===== config.mk =====
export PLATFORM = sky130hd
export DESIGN_NAME = prog_loader
export DESIGN_NICKNAME = d
export VERILOG_FILES = /design/src/rtl/prog_loader_pkg.sv /design/src/rtl/prog_ram.sv /design/src/rtl/prog_loader.sv
export SDC_FILE = /design/constraint.sdc
export NUM_CORES = 1
export LEC_CHECK = 0
export BUFFER_PORTS_ARGS = -buffer_cell sky130_fd_sc_hd__buf_4
export CAP_MARGIN = 20
export CORE_UTILIZATION = 40
export DETAILED_ROUTE_END_ITERATION = 7
export PLACE_DENSITY_LB_ADDON = 0.2
export SETUP_SLACK_MARGIN = 0.15
export SLEW_MARGIN = 20
export SYNTH_ARGS = -nofsm -noshare
export SYNTH_HDL_FRONTEND = slang
export SYNTH_SLANG_ARGS = --single-unit

===== constraint.sdc =====
create_clock -name clk -period 4.4 [get_ports clk]
set_input_delay 0.22 -clock clk [delete_from_list [all_inputs] [get_ports clk]]
set_output_delay 0.22 -clock clk [all_outputs]
set_load 0.02 [all_outputs]

===== src/rtl/prog_loader_pkg.sv =====
// ----------------------------------------------------------------------------
// prog_loader_pkg
// Shared definitions for the program loader and its program memory:
//   - default program address width (PSIZE_DEF) and instruction width
//     (ISIZE_DEF)
//   - bytes per instruction on the load stream (BYTES_PER_INSTR)
//   - the loader FSM state enumeration (state_e)
//   - unused_mask(): the byte2 bits that lie above the instruction width
// ----------------------------------------------------------------------------
package prog_loader_pkg;

  localparam int PSIZE_DEF       = 6;
  localparam int ISIZE_DEF       = 17;
  localparam int BYTES_PER_INSTR = 3;

  typedef enum logic [2:0] {
    ST_IDLE = 3'd0,
    ST_LEN  = 3'd1,
    ST_B0   = 3'd2,
    ST_B1   = 3'd3,
    ST_B2   = 3'd4,
    ST_CHK  = 3'd5,
    ST_DONE = 3'd6,
    ST_ERR  = 3'd7
  } state_e;

  // Byte2 carries instruction bits [isize-1:16]; every bit of byte2 above
  // that slice must be zero. For isize = 24 the mask is empty.
  function automatic logic [7:0] unused_mask(input int isize);
    return 8'(8'hFF << (isize - 16));
  endfunction

endpackage


===== src/rtl/prog_ram.sv =====
// ----------------------------------------------------------------------------
// prog_ram
// 2^Psize x Isize program memory. Synchronous write port driven by the
// loader, combinational read port matching the processor's existing program
// memory (address in, instruction out).
//
// Ports:
//   clk      in   clock
//   wr_en    in   write strobe, sampled on rising clk
//   wr_addr  in   [Psize-1:0] write address
//   wr_data  in   [Isize-1:0] write data
//   rd_addr  in   [Psize-1:0] read address
//   rd_data  out  [Isize-1:0] read data (combinational)
// ----------------------------------------------------------------------------
module prog_ram
  import prog_loader_pkg::*;
#(
  parameter int Psize = PSIZE_DEF,
  parameter int Isize = ISIZE_DEF
) (
  input  logic             clk,
  input  logic             wr_en,
  input  logic [Psize-1:0] wr_addr,
  input  logic [Isize-1:0] wr_data,
  input  logic [Psize-1:0] rd_addr,
  output logic [Isize-1:0] rd_data
);

  localparam int DEPTH = 1 << Psize;

  logic [Isize-1:0] r_mem [DEPTH];

  // NOTE: the array has no reset so it maps onto plain RAM; the loader
  // rewrites every word it needs, and a reset must leave loaded words intact.
  // NOTE: clocked state is always assigned with <= so every reader of r_mem
  // sees the value from before the edge, regardless of process order.
  always_ff @(posedge clk) begin
    if (wr_en) begin
      r_mem[wr_addr] <= wr_data;
    end
  end

  assign rd_data = r_mem[rd_addr];

endmodule


===== src/rtl/prog_loader.sv =====
// ----------------------------------------------------------------------------
// prog_loader
// Byte-stream program loader. A frame is a LEN byte N (0 means 2^Psize),
// then N instructions of 3 bytes each, least-significant byte first, then
// a CHK byte when LOADER_CHECKSUM_EN is defined. Each assembled instruction
// is written into the local prog_ram, which the processor reads through
// prog_addr / prog_instr. busy holds the processor in reset during a load.
//
// Build option:
//   LOADER_CHECKSUM_EN  adds the CHK state and the XOR accumulator over all
//                       instruction bytes; a CHK mismatch ends in ERR.
//
// Ports:
//   clk         in   clock, rising edge
//   reset       in   asynchronous active-high reset
//   start       in   begin a frame (sampled only while idle)
//   in_data     in   [7:0] stream byte
//   in_valid    in   in_data valid
//   in_ready    out  loader accepts a byte this cycle
//   wr_en       out  registered program-memory write strobe
//   wr_addr     out  [Psize-1:0] registered write address
//   wr_data     out  [Isize-1:0] registered write instruction
//   busy        out  frame in progress
//   done        out  one-cycle pulse on successful completion
//   err         out  sticky error, cleared by the next accepted start
//   prog_addr   in   [Psize-1:0] processor fetch address
//   prog_instr  out  [Isize-1:0] processor fetch instruction
// ----------------------------------------------------------------------------
module prog_loader
  import prog_loader_pkg::*;
#(
  parameter int Psize = PSIZE_DEF,
  parameter int Isize = ISIZE_DEF
) (
  input  logic             clk,
  input  logic             reset,
  input  logic             start,
  input  logic [7:0]       in_data,
  input  logic             in_valid,
  output logic             in_ready,
  output logic             wr_en,
  output logic [Psize-1:0] wr_addr,
  output logic [Isize-1:0] wr_data,
  output logic             busy,
  output logic             done,
  output logic             err,
  input  logic [Psize-1:0] prog_addr,
  output logic [Isize-1:0] prog_instr
);

  localparam int          DEPTH     = 1 << Psize;
  localparam logic [31:0] DEPTH_U   = 32'(DEPTH);
  // Remaining-word counter must hold 2^Psize itself (the N=0 case).
  localparam int          CW        = Psize + 1;
  localparam int          HI_BITS   = Isize - 16;
  localparam logic [7:0]  HI_UNUSED = unused_mask(Isize);

  localparam logic [2:0] S_IDLE = ST_IDLE;
  localparam logic [2:0] S_LEN  = ST_LEN;
  localparam logic [2:0] S_B0   = ST_B0;
  localparam logic [2:0] S_B1   = ST_B1;
  localparam logic [2:0] S_B2   = ST_B2;
  localparam logic [2:0] S_DONE = ST_DONE;
  localparam logic [2:0] S_ERR  = ST_ERR;
`ifdef LOADER_CHECKSUM_EN
  localparam logic [2:0] S_CHK  = ST_CHK;
  localparam logic [2:0] S_LAST = S_CHK;   // state after the final word
`else
  localparam logic [2:0] S_LAST = S_DONE;
`endif

  logic [2:0]       r_state;
  logic [CW-1:0]    r_left;     // instructions still to receive
  logic [7:0]       r_b0;
  logic [7:0]       r_b1;
  logic             r_wr_en;
  logic [Psize-1:0] r_wr_addr;
  logic [Isize-1:0] r_wr_data;
  logic             r_err;
`ifdef LOADER_CHECKSUM_EN
  logic [7:0]       r_chk;      // XOR of every instruction byte so far
`endif

  logic             w_active;
  logic             w_xfer;
  logic             w_len_zero;
  logic             w_len_bad;
  logic             w_fmt_bad;
  logic             w_last;
  logic [Isize-1:0] w_word;

`ifdef LOADER_CHECKSUM_EN
  assign w_active = (r_state == S_LEN) || (r_state == S_B0) ||
                    (r_state == S_B1)  || (r_state == S_B2) ||
                    (r_state == S_CHK);
`else
  assign w_active = (r_state == S_LEN) || (r_state == S_B0) ||
                    (r_state == S_B1)  || (r_state == S_B2);
`endif

  assign w_xfer     = in_valid && w_active;
  assign w_len_zero = (in_data == 8'd0);
  // Only reachable when 2^Psize < 255; wider memories accept every N.
  assign w_len_bad  = ({24'd0, in_data} > DEPTH_U);
  assign w_fmt_bad  = |(in_data & HI_UNUSED);
  assign w_last     = (r_left == CW'(1));
  assign w_word     = {in_data[HI_BITS-1:0], r_b1, r_b0};

  always_ff @(posedge clk or posedge reset) begin
    if (reset) begin
      r_state   <= S_IDLE;
      r_left    <= '0;
      r_b0      <= '0;
      r_b1      <= '0;
      r_wr_en   <= 1'b0;
      r_wr_addr <= '0;
      r_wr_data <= '0;
      r_err     <= 1'b0;
`ifdef LOADER_CHECKSUM_EN
      r_chk     <= '0;
`endif
    end else begin
      // Write strobe lasts one cycle; the address advances right after it
      // so it always shows the address of the word being written.
      r_wr_en <= 1'b0;
      if (r_wr_en) begin
        r_wr_addr <= r_wr_addr + 1'b1;
      end

      case (r_state)
        S_IDLE: begin
          if (start) begin
            r_state   <= S_LEN;
            r_err     <= 1'b0;
            r_wr_addr <= '0;
`ifdef LOADER_CHECKSUM_EN
            r_chk     <= '0;
`endif
          end
        end

        S_LEN: begin
          if (w_xfer) begin
            if (w_len_bad) begin
              r_state <= S_ERR;
              r_err   <= 1'b1;
            end else begin
              r_left  <= w_len_zero ? CW'(DEPTH) : CW'(in_data);
              r_state <= S_B0;
            end
          end
        end

        S_B0: begin
          if (w_xfer) begin
            r_b0    <= in_data;
            r_state <= S_B1;
`ifdef LOADER_CHECKSUM_EN
            r_chk   <= r_chk ^ in_data;
`endif
          end
        end

        S_B1: begin
          if (w_xfer) begin
            r_b1    <= in_data;
            r_state <= S_B2;
`ifdef LOADER_CHECKSUM_EN
            r_chk   <= r_chk ^ in_data;
`endif
          end
        end

        S_B2: begin
          if (w_xfer) begin
            // A format error is flagged but the word is still written.
            r_wr_en   <= 1'b1;
            r_wr_data <= w_word;
            r_left    <= r_left - 1'b1;
            if (w_fmt_bad) begin
              r_err <= 1'b1;
            end
`ifdef LOADER_CHECKSUM_EN
            r_chk   <= r_chk ^ in_data;
`endif
            r_state <= w_last ? S_LAST : S_B0;
          end
        end

`ifdef LOADER_CHECKSUM_EN
        S_CHK: begin
          if (w_xfer) begin
            if (in_data == r_chk) begin
              r_state <= S_DONE;
            end else begin
              r_state <= S_ERR;
              r_err   <= 1'b1;
            end
          end
        end
`endif

        S_DONE:  r_state <= S_IDLE;
        S_ERR:   r_state <= S_IDLE;
        default: r_state <= S_IDLE;
      endcase
    end
  end

  assign in_ready = w_active;
  assign busy     = w_active;
  assign done     = (r_state == S_DONE);
  assign err      = r_err;
  assign wr_en    = r_wr_en;
  assign wr_addr  = r_wr_addr;
  assign wr_data  = r_wr_data;

  prog_ram #(
    .Psize (Psize),
    .Isize (Isize)
  ) u_prog_ram (
    .clk     (clk),
    .wr_en   (r_wr_en),
    .wr_addr (r_wr_addr),
    .wr_data (r_wr_data),
    .rd_addr (prog_addr),
    .rd_data (prog_instr)
  );

endmodule

==> results of run 1 <==
## cells by family after synthesis
logic type               Yosys count  share of synthesized area
flip-flops                      1139                     0.7716
AND/OR/NAND/NOR                  232                    0.02403
multiplexers                     356                     0.1623
adder cells (fa/ha/maj)            3                  0.0008532
buffers and inverters            123                    0.01493
AO/OA/AOI/OAI                    160                    0.02534
XOR/XNOR                           5                  0.0009955
## state kept, by name, summed over array words and instances (netlist names)
register and cells:
err 1, r_b0 8, r_b1 8, r_left 7
r_state 3, u_prog_ram.r_mem 1088, wr_addr 6, wr_data 17
wr_en 1
## cell usage after synthesis, types with 3 or more instances
library cell	number
a211oi_1	19
a21oi_1	20
a22oi_1	17
a31oi_1	3
and2_1	3
buf_1	5
buf_2	33
buf_4	31
buf_6	5
clkbuf_1	39
dfrtp_1	51
edfxtp_1	1088
ha_1	3
inv_1	9
mux2_2	18
mux2i_1	54
mux4_2	284
nand2_1	71
nand2b_1	3
nand3_1	14
nand3b_1	6
nor2_1	88
nor2b_1	24
nor3_1	8
o2111ai_1	3
o21ai_0	19
o21ai_1	13
o221ai_1	26
o22ai_1	9
o31ai_1	14
xor2_1	3
## through the flow
stage               power (mW)  hold WS [ps]
finish                   25.84         249.9
global route             26.71         306.4
CTS                      26.09         268.8
detailed placement       16.93         452.9
global placement         16.76         447.7
floorplan                15.41         336.4
## layer usage
layer	GRT usage	up-vias	wire length, µm
met3	0.04082	138	7616
met4	0.04675	0	2159
met2	0.3130	730	51970
met1	0.2800	11368	47050
met5	0	-	0
li1	-	8871	-
## layout make-up
class	count	area (µm²)	area share
diodes	2	5.005	0.00009921
clock buffers	147	3018	0.05983
clock inverters	64	518.0	0.01027
inverters	10	38.79	0.0007689
multi-input cells	756	9470	0.1877
flip-flops and latches	1139	33970	0.6735
well taps	1414	1769	0.03507
repair buffers	196	1652	0.03274
## power breakdown
group / internal [mW] / leakage [nW] / total (mW) / switching (mW)
combinational: 0.779 / 3.98 / 2.69 / 1.91
clock: 5.14 / 1.74 / 9.17 / 4.04
sequential: 13.3 / 10.5 / 14.0 / 0.647
## repair_timing
item,4_1_cts,5_1_grt
endpoints found under the hold margin,78,0
hold buffers,11,0
setup endpoints to repair,0,0
## how the worst max path moves through the flow
stage,startpoint,to,slack [ps],depth (start not counted)
floorplan,wr_addr[5],u_prog_ram.r_mem[35][0],1930,4
detailed placement,prog_addr[0],prog_instr[11],1050,8
CTS,prog_addr[0],prog_instr[11],1050,8
global route,prog_addr[0],prog_instr[11],980,8
finish,prog_addr[0],prog_instr[11],1150,8
global placement,prog_addr[0],prog_instr[11],1050,8
## cell usage in the layout, fill, tap and decap left out, drive strengths merged, types with 4 or more instances in the layout
cell / instances
mux4: 284
dfrtp: 51
nor3: 8
edfxtp: 1088
nand3b: 6
mux2: 18
bufinv: 5
o31ai: 14
nand2: 71
inv: 11
o22ai: 9
a22oi: 17
nand3: 14
o221ai: 26
dlygate4sd3: 11
and2: 4
nor2b: 24
clkinv: 58
o21ai: 32
a21oi: 20
buf: 185
mux2i: 54
nor2: 88
clkbuf: 147
a211oi: 19
## worst min-delay path, delay by kind of cell
| family | cells | cell delay, ps |
|---|---|---|
| buf+inv | 3 | 1240 |
==> impl_summary.log, run 1 <==
INFO  metric post-route-worst-setup-slack = 1152 ps
INFO  metric synth.cell_area = 44000 µm²
INFO  metric post_synth.cell_area_avg = ~22 µm²
INFO  metric r2r_start = wr_addr[1]
INFO  metric slowest_stage = mux4_2
INFO  metric post_cts_resized = 0
INFO  metric postLayoutCoreUtil = 0.4628
INFO  metric grt_max_degree = 67
INFO  metric finalHoldViolations = 0
INFO  metric outcome = finished, final reports clean
INFO  metric routed_wire_length_per_instance = between 20 and 30 µm
INFO  metric synth-edff-count = 1088
INFO  metric tns = 0 ps
INFO  metric maxSlewHeadroom = 0.3003
INFO  metric postSynth.asyncResetShare = 0.04478
INFO  metric syn_nets = about 2.0k
INFO  metric period_share = 0.7381
INFO  metric cts-root-buf = clkbuf_16
INFO  metric gr-total-overflow = 0
INFO  metric cts_tree = built
INFO  metric finalInstanceArea = 50440 µm²
INFO  metric cp_max_fo = 37
INFO  metric worst-r2r-setup-slack = 1820 ps
INFO  metric pre_cts_slack = roughly 1000 ps
INFO  metric layout-drive-gt1-share = 0.3019
INFO  metric layout.nets = 2238
INFO  metric floorplan.initialDensity = 0.4036
INFO  metric detailedRoute.firstPassIterationCount = 6
INFO  metric drt_iter0_drc = ~2.2k
INFO  metric p_per_area = 512.2 nW/µm²
INFO  metric grt_setup_unrepaired = no
INFO  metric clock_tree.buffer_depth = 3
INFO  metric dpl.hpwl = about 63000 µm
INFO  metric clk_transition_reported_paths = 60 ps
INFO  metric cts.sink_count = 1139
INFO  metric fp.coreArea = 109000 µm²
INFO  metric die_w = roughly 330 µm
INFO  metric core.rowCount = 121
INFO  metric die-height = 333.7 µm
INFO  metric grt_usage = 0.1971
INFO  metric synth.top_cell.area_share = 0.7426
INFO  metric buffer_ports.inserted = 62
INFO  metric drv_slew = 0
INFO  metric synthDominantAreaCellType = edfxtp_1
INFO  metric die_area = 111300 µm²
INFO  metric post_dp_cell_area = between 40000 and 50000 µm²
INFO  metric critical-path-top-delay-family = buffers and inverters
INFO  metric timing.critical_path.buf_inv = 4
INFO  metric power.ir.vdd_worst = 332.3 µV
INFO  metric cp_data_arrival_time = 3030 ps
INFO  metric top_area_cells_in_the_synthesized_netlist = edfxtp_1, mux4_2, dfrtp_1
INFO  metric max_freq = 307.9 MHz
INFO  metric worstPathCellList = buf_8 -> buf_12 -> buf_4 -> mux4_2 -> mux4_2 -> o21ai_1 -> o31ai_1 -> buf_4
INFO  metric grt_first_pass_wirelength = 156700 µm
INFO  metric reg2regPathDepth = 4
INFO  metric ios = 63
INFO  metric antenna_found_initial = 2
INFO  metric clock_latency = between 700 and 800 ps
INFO  metric synth_sequential_area_ratio = 0.7716
INFO  metric final_period_minus_worst_setup_slack = 3248 ps
INFO  metric placed_cells_incl_taps = 3504
INFO  metric path_class = input pin to output port
INFO  metric ys_types = 56
INFO  metric max_cap_viol_count = 0
INFO  metric max_stage_delay = about 570 ps
INFO  metric synth_seq_cells = 1139
INFO  metric gp_congestion = 0.7966
INFO  metric drtAntennaViolNets = 0
INFO  metric first_global_vias = 21.85k
INFO  metric htreeDepth = 3
INFO  metric viasPerCell = 5.662
INFO  metric numCtsBuffers = 114
INFO  metric dominant_register_cell_in_the_synthesized_netlist = edfxtp_1
INFO  metric crit-reg2reg-capture = u_prog_ram.r_mem[30][3]
INFO  metric p_leak = around 16 nW
INFO  metric route.detailed.drc = 0
INFO  metric synthesis.instances = between 2k and 2.5k
INFO  metric worst_clock_skew = about 40 ps
INFO  metric stdcell_count = 3728
INFO  metric end_kind = output port
INFO  metric worst_max_slew_pin_slew = 1041 ps
INFO  metric finalWirelength = 108800 µm
INFO  metric start_kind = input pin
INFO  metric post_cts.repair.setup_buffers = 0
INFO  metric syn_to_final_growth = 14.65%
INFO  metric layout.filler_cells = 9069
INFO  metric hp-class = input pin to async pin
INFO  metric yosys_warnings = 0
INFO  metric final-setup-viol-count = 0
INFO  metric vias = 21.11k
INFO  metric data_required_time_at_the_worst_endpoint = 4180 ps
Note: power is estimated with default switching activity, not from simulation.
==> run 2, diff against run 1 <==
==> constraint.sdc (replaced) <==
create_clock -name clk -period 2.9 [get_ports clk]
set_input_delay 0.145 -clock clk [delete_from_list [all_inputs] [get_ports clk]]
set_output_delay 0.145 -clock clk [all_outputs]
set_load 0.02 [all_outputs]
==> impl_summary.log, run 2 (synthesis gave the netlist of run 1 again) <==
INFO  metric gr-total-overflow = 0 (unchanged)
INFO  metric hold_slack = 159.3 ps (-90.56 ps)
INFO  metric postLayoutCoreUtil = 0.4770 (+0.01423)
INFO  metric cp_data_arrival_time = 2750 ps (-280 ps)
INFO  metric routed_wire_length_per_instance = 29.14 µm (-0.14%)
INFO  metric numCtsBuffers = 115 (+0.88%)
INFO  metric reg2regPathDepth = 3 (-1)
INFO  metric die_area = 111300 µm² (unchanged)
INFO  metric post_cts.repair.setup_buffers = 0 (unchanged)
INFO  metric grt_setup_unrepaired = yes
INFO  metric syn_to_final_growth = 18.18%
INFO  metric ios = 63 (unchanged)
INFO  metric core.rowCount = 121 (unchanged)
INFO  metric first_global_vias = 22.49k (+2.9%)
INFO  metric layout-drive-gt1-share = 0.3441 (+0.04217)
INFO  metric die_w = 333.7 µm (unchanged)
INFO  metric worst_clock_skew = 21.62 ps (-17.97 ps)
INFO  metric period_share = 0.9999
INFO  metric grt_usage = 0.2013 (+0.004225)
INFO  metric r2r_start = wr_addr[4]
INFO  metric hp-class = input pin to async pin
INFO  metric clk_transition_reported_paths = 60 ps (about the same)
INFO  metric finalHoldViolations = 0 (unchanged)
INFO  metric power.ir.vdd_worst = 533.4 µV (+61%)
INFO  metric cp_max_fo = 1 (-97%)
INFO  metric max_freq = 344.9 MHz
INFO  metric buffer_ports.inserted = 62 (unchanged)
INFO  metric layout.cells.most_common_list = edfxtp_1, mux4_2, buf_4
INFO  metric p_per_area = 783.8 nW/µm² (+53%)
INFO  metric worst_max_slew_pin_slew = 1140 ps (+98.88 ps)
INFO  metric detailedRoute.firstPassIterationCount = 5 (-1)
INFO  metric post-route-worst-setup-slack = 0.4237 ps (-1152 ps)
INFO  metric gp_congestion = 0.7925 (-0.51%)
INFO  metric clock_latency = 700 ps (about the same)
INFO  metric largest-register = u_prog_ram.r_mem
INFO  metric largest_register_ffs = 1088 (unchanged)
INFO  metric end_kind = output port
INFO  metric grt_max_degree = 66 (-1.5%)
INFO  metric floorplan.initialDensity = 0.4036 (unchanged)
INFO  metric route.detailed.drc = 0 (unchanged)
INFO  metric drtAntennaViolNets = 0 (unchanged)
INFO  metric cts.sink_count = 1139 (unchanged)
INFO  metric dpl.hpwl = 67470 µm (+6.3%)
INFO  metric maxSlewHeadroom = 0.2401 (-0.06014)
INFO  metric vias = 21.50k (+1.9%)
INFO  metric cts_tree = built
INFO  metric critical_path_origin = u_prog_ram.r_mem[54][0]
INFO  metric path_class = flip-flop to output port
INFO  metric tns = 0 ps (unchanged)
INFO  metric p_leak = 16.91 nW (+4.0%)
INFO  metric fp.coreArea = 109000 µm² (unchanged)
INFO  metric pre_cts_slack = 141.7 ps (-908.0 ps)
INFO  metric drv_slew = 0 (unchanged)
INFO  metric data_required_time_at_the_worst_endpoint = 2760 ps (-1420 ps)
INFO  metric outcome = finished, final reports clean
INFO  metric grt_first_pass_wirelength = 160000 µm (+2.1%)
INFO  metric clock_tree.buffer_depth = 3 (unchanged)
INFO  metric final_common_cell = edfxtp_1
INFO  metric drt_iter0_drc = 2343 (+7.1%)
INFO  metric final-setup-viol-count = 0 (unchanged)
INFO  metric crit-reg2reg-capture = u_prog_ram.r_mem[60][9]
INFO  metric viasPerCell = 5.651 (-0.19%)
INFO  metric cts-root-buf = clkbuf_16
INFO  metric antenna_found_initial = 4 (+2)
INFO  metric die-height = 333.7 µm (unchanged)
INFO  metric final_period_minus_worst_setup_slack = just under 3000 ps
INFO  metric finalWirelength = 110900 µm (+1.9%)
INFO  metric htreeDepth = 3 (unchanged)
INFO  metric start_kind = flip-flop
INFO  metric worst-r2r-setup-slack = 610 ps (-1210 ps)
INFO  metric max_cap_viol_count = 0 (unchanged)
INFO  metric layout.nets = 2313 (+3.4%)
-- run 2: metal layers --
layer  vias up  part of all wire  global-route usage
li1       9040                 -                   -
met1     11606              0.43              0.2843
met2       720              0.48              0.3199
met3       136             0.071             0.04018
met4         0             0.021             0.05378
met5         -                 0                   0
-- run 2: what timing repair did --
| item | in CTS | in global routing |
|---|---|---|
| setup endpoints to repair | 16 | 16 |
| hold endpoints to repair | 79 | 0 |
| hold buffers | 12 | 0 |
| pin swaps | 6 | 8 |
| gates resized for setup | 68 | 13 |
-- run 2: how the worst max path moves through the flow --
| stage | end | slack [ps] |
|---|---|---|
| final | prog_instr[0] | 0.4 |
| after global routing | prog_instr[0] | -80 |
| after CTS | prog_instr[0] | -70 |
| after detailed placement | prog_instr[1] | 140 |
| after global placement | prog_instr[2] | 140 |
| after floorplan | u_prog_ram.r_mem[35][0] | 430 |
-- run 2: through the flow --
step           total power, mW  instances  instance area [µm²]
3_3_place_gp             25.70       3577                47610
4_1_cts                  41.10       3803                51920
5_1_grt                  42.08       3803                51990
3_5_place_dp             25.95       3577                47610
2_1_floorplan            23.38       2018                44000
6_report                 40.75       3805                52000
-- run 2: final cells by class --
| class | instances | area (µm²) |
|---|---|---|
| clock inverter | 82 | 858.3 |
| inverter | 10 | 38.79 |
| clock buffer | 132 | 2984 |
| timing repair buffer | 270 | 2552 |
| multi-input combinational | 756 | 9817 |
| antenna | 2 | 5.005 |
| sequential | 1139 | 33970 |
| fill | 8887 | 57010 |
| tap | 1414 | 1769 |
-- run 2: critical path, stage by stage (launching register included) --
cell,delay (ps)
edfxtp_1,370
mux4_2,490
mux4_2,570
o21ai_2,170
buf_6,130
o31ai_4,50
buf_4,160
buf_6,120
-- run 2: where the power goes --
| group | internal, mW | switching [mW] |
|---|---|---|
| sequential | 20.2 | 1.33 |
| clock | 8.93 | 6.16 |
| combinational | 1.45 | 2.68 |
| total | 30.6 | 10.2 |
==> run 3, diff against run 2 <==
--- a/config.mk
+++ b/config.mk
@@ -9,7 +9,8 @@
 export CAP_MARGIN = 20
 export CORE_UTILIZATION = 40
 export DETAILED_ROUTE_END_ITERATION = 7
-export PLACE_DENSITY_LB_ADDON = 0.2
+export GPL_TIMING_DRIVEN = 0
+export PLACE_DENSITY = 0.58
 export SETUP_SLACK_MARGIN = 0.15
 export SLEW_MARGIN = 20
 export SYNTH_ARGS = -nofsm -noshare
==> impl_summary.log, run 3 (synthesis gave the netlist of run 1 again) <==
INFO  metric worst_max_slew_pin_slew = 1043 ps (-96.81 ps)
INFO  metric viasPerCell = 5.788 (+2.4%)
INFO  metric stdcell_count = 3826 (+0.55%)
INFO  metric dpl.hpwl = 72860 µm (+8.0%)
INFO  metric clock_tree.buffer_depth = 3 (unchanged)
INFO  metric placed_cells_incl_taps = 3533 (-1.2%)
INFO  metric layout.cells.most_common_list = edfxtp_1, mux4_2, clkbuf_16
INFO  metric failed_checks = setup timing
INFO  metric drtAntennaViolNets = 0 (unchanged)
INFO  metric finalWirelength = 114200 µm (+3.0%)
INFO  metric largest-register = u_prog_ram.r_mem
INFO  metric outcome = finished, violations left
INFO  metric die_w = 333.7 µm (unchanged)
INFO  metric gr-total-overflow = 0 (unchanged)
INFO  metric antenna_found_initial = 1 (-3)
INFO  metric buffer_ports.inserted = 58 (-6.5%)
INFO  metric cp_max_fo = 10 (+9)
INFO  metric clk_transition_reported_paths = 60 ps (about the same)
INFO  metric largest_register_ffs = 1088 (unchanged)
INFO  metric clock_latency = 700 ps (about the same)
INFO  metric grt_usage = 0.2066 (+0.005320)
INFO  metric routed_wire_length_per_instance = 29.84 µm (+2.4%)
INFO  metric layout-drive-gt1-share = 0.3509 (+0.006837)
INFO  metric path_class = input pin to output port
INFO  metric power.ir.vdd_worst = 501.7 µV (-5.9%)
INFO  metric end_kind = output port
INFO  metric vias = 22.15k (+3.0%)
INFO  metric grt_first_pass_wirelength = 163400 µm (+2.2%)
INFO  metric fp.coreArea = 109000 µm² (unchanged)
INFO  metric post-route-worst-setup-slack = -59.67 ps (-60.09 ps)
INFO  metric route.detailed.drc = 0 (unchanged)
INFO  metric grt_max_degree = 67 (+1.5%)
INFO  metric grt_setup_unrepaired = yes
INFO  metric first_global_vias = 22.50k (+0.076%)
INFO  metric pre_cts_slack = -527.1 ps (-668.8 ps)
INFO  metric period_share = 1.021 (+0.02072)
INFO  metric ios = 63 (unchanged)
INFO  metric drt_iter0_drc = 2722 (+16%)
INFO  metric detailedRoute.firstPassIterationCount = 5 (unchanged)
INFO  metric final-setup-viol-count = 8 (+8)
INFO  metric p_per_area = 775.2 nW/µm² (-1.1%)
INFO  metric gp_congestion = 0.8729 (+10%)
INFO  metric layout.nets = 2327 (+0.61%)
INFO  metric data_required_time_at_the_worst_endpoint = 2760 ps (about the same)
INFO  metric maxSlewHeadroom = 0.3047 (+0.06454)
INFO  metric drv_slew = 0 (unchanged)
INFO  metric die_area = 111300 µm² (unchanged)
INFO  metric cts.sink_count = 1139 (unchanged)
INFO  metric numCtsBuffers = 116 (+0.87%)
INFO  metric floorplan.initialDensity = 0.4036 (unchanged)
INFO  metric cp_data_arrival_time = 2810 ps (+60 ps)
INFO  metric cts-root-buf = clkbuf_16
INFO  metric worst_clock_skew = 26.81 ps (+5.198 ps)
INFO  metric hold_slack = 104.7 ps (-54.57 ps)
INFO  metric hp-class = input pin to async pin
INFO  metric finalHoldViolations = 0 (unchanged)
INFO  metric start_kind = input pin
INFO  metric layout.filler_cells = 8789 (-1.1%)
INFO  metric htreeDepth = 3 (unchanged)
INFO  metric die-height = 333.7 µm (unchanged)
INFO  metric max_freq = 337.9 MHz (-2.0%)
INFO  metric core.rowCount = 121 (unchanged)
INFO  metric cts_tree = built
INFO  metric p_leak = 16.86 nW (-0.28%)
INFO  metric max_cap_viol_count = 0 (unchanged)
INFO  metric final_period_minus_worst_setup_slack = 2960 ps (+60.09 ps)
INFO  metric syn_to_final_growth = 19.41%
INFO  metric final_common_cell = edfxtp_1
[run 3: cell count changes in the layout (fill, tap and decap cells not counted), moves of 13 or more]
cell	change
buf_4	-95
nor2_4	+51
clkbuf_1	+31
nor2_2	-17
nor2_1	-34
buf_6	+13
buf_2	+26
[run 3: per-stage QoR]
| stage | power [mW] | setup TNS [ps] | utilization | cell area [µm²] |
|---|---|---|---|---|
| 2_1_floorplan | 23.38 | 0 | - | 44000 |
| 3_3_place_gp | 25.60 | -635530 | 0.4239 | 46200 |
| 3_5_place_dp | 26.08 | -31660 | 0.4336 | 47270 |
| 4_1_cts | 40.98 | -508.8 | 0.4806 | 52390 |
| 5_1_grt | 41.95 | -912.1 | 0.4819 | 52530 |
| 6_report | 40.73 | -213.7 | 0.4820 | 52540 |
[run 3: cell type report]
class	count	area, µm²	area share
clock inverters	81	774.5	0.01474
repair buffers	170	2083	0.03965
flip-flops and latches	1139	34000	0.6472
well taps	1414	1769	0.03367
multi-input cells	756	10140	0.1930
inverters	10	37.54	0.0007145
diodes	4	10.01	0.0001905
clock buffers	139	3032	0.05770
plain buffers	113	688.2	0.01310
[run 3: path summary, 6_finish.rpt]
check | from | to | slack, ps | depth (start not counted)
worst max-delay path | prog_addr[2] | prog_instr[11] | -60 | 8
worst min-delay path | reset | r_left[3] | 100 | 3
worst max register to register | wr_addr[1] | u_prog_ram.r_mem[54][4] | 320 | 4
worst min register to register | r_b0[2] | wr_data[2] | 470 | 2
max in group asynchronous | reset | wr_data[6] | 2210 | 4
min in group clk | in_data[0] | r_b0[0] | 280 | 3
[run 3: routing by layer]
layer,up-vias,GRT usage,share of wire,wire [µm]
met5,-,0,0,0
met2,920,0.3264,0.48,54280
met3,164,0.03808,0.075,8569
met1,11983,0.2973,0.43,48790
met4,0,0.05163,0.022,2536
li1,9078,-,-,-
[run 3: what timing repair did]
action                     in CTS  in global routing
setup endpoints to repair     953                346
hold endpoints to repair       79                  0
setup buffers                  55                  2
pin swaps                      38                  8
hold buffers                   12                  0
gates resized for setup        91                 30
[run 3: worst max-delay path: stages]
cell and delay, ps:
buf_4 140, buf_2 320, buf_2 440, buf_4 380, clkbuf_1 480, a211oi_1 220, o31ai_1 440, buf_4 230
[run 3: power by group]
part	switching, mW	leakage, nW	internal [mW]
sequential	1.48	10.5	20.2
clock	6.26	1.85	8.68
combinational	2.62	4.47	1.47
total	10.4	16.9	30.4
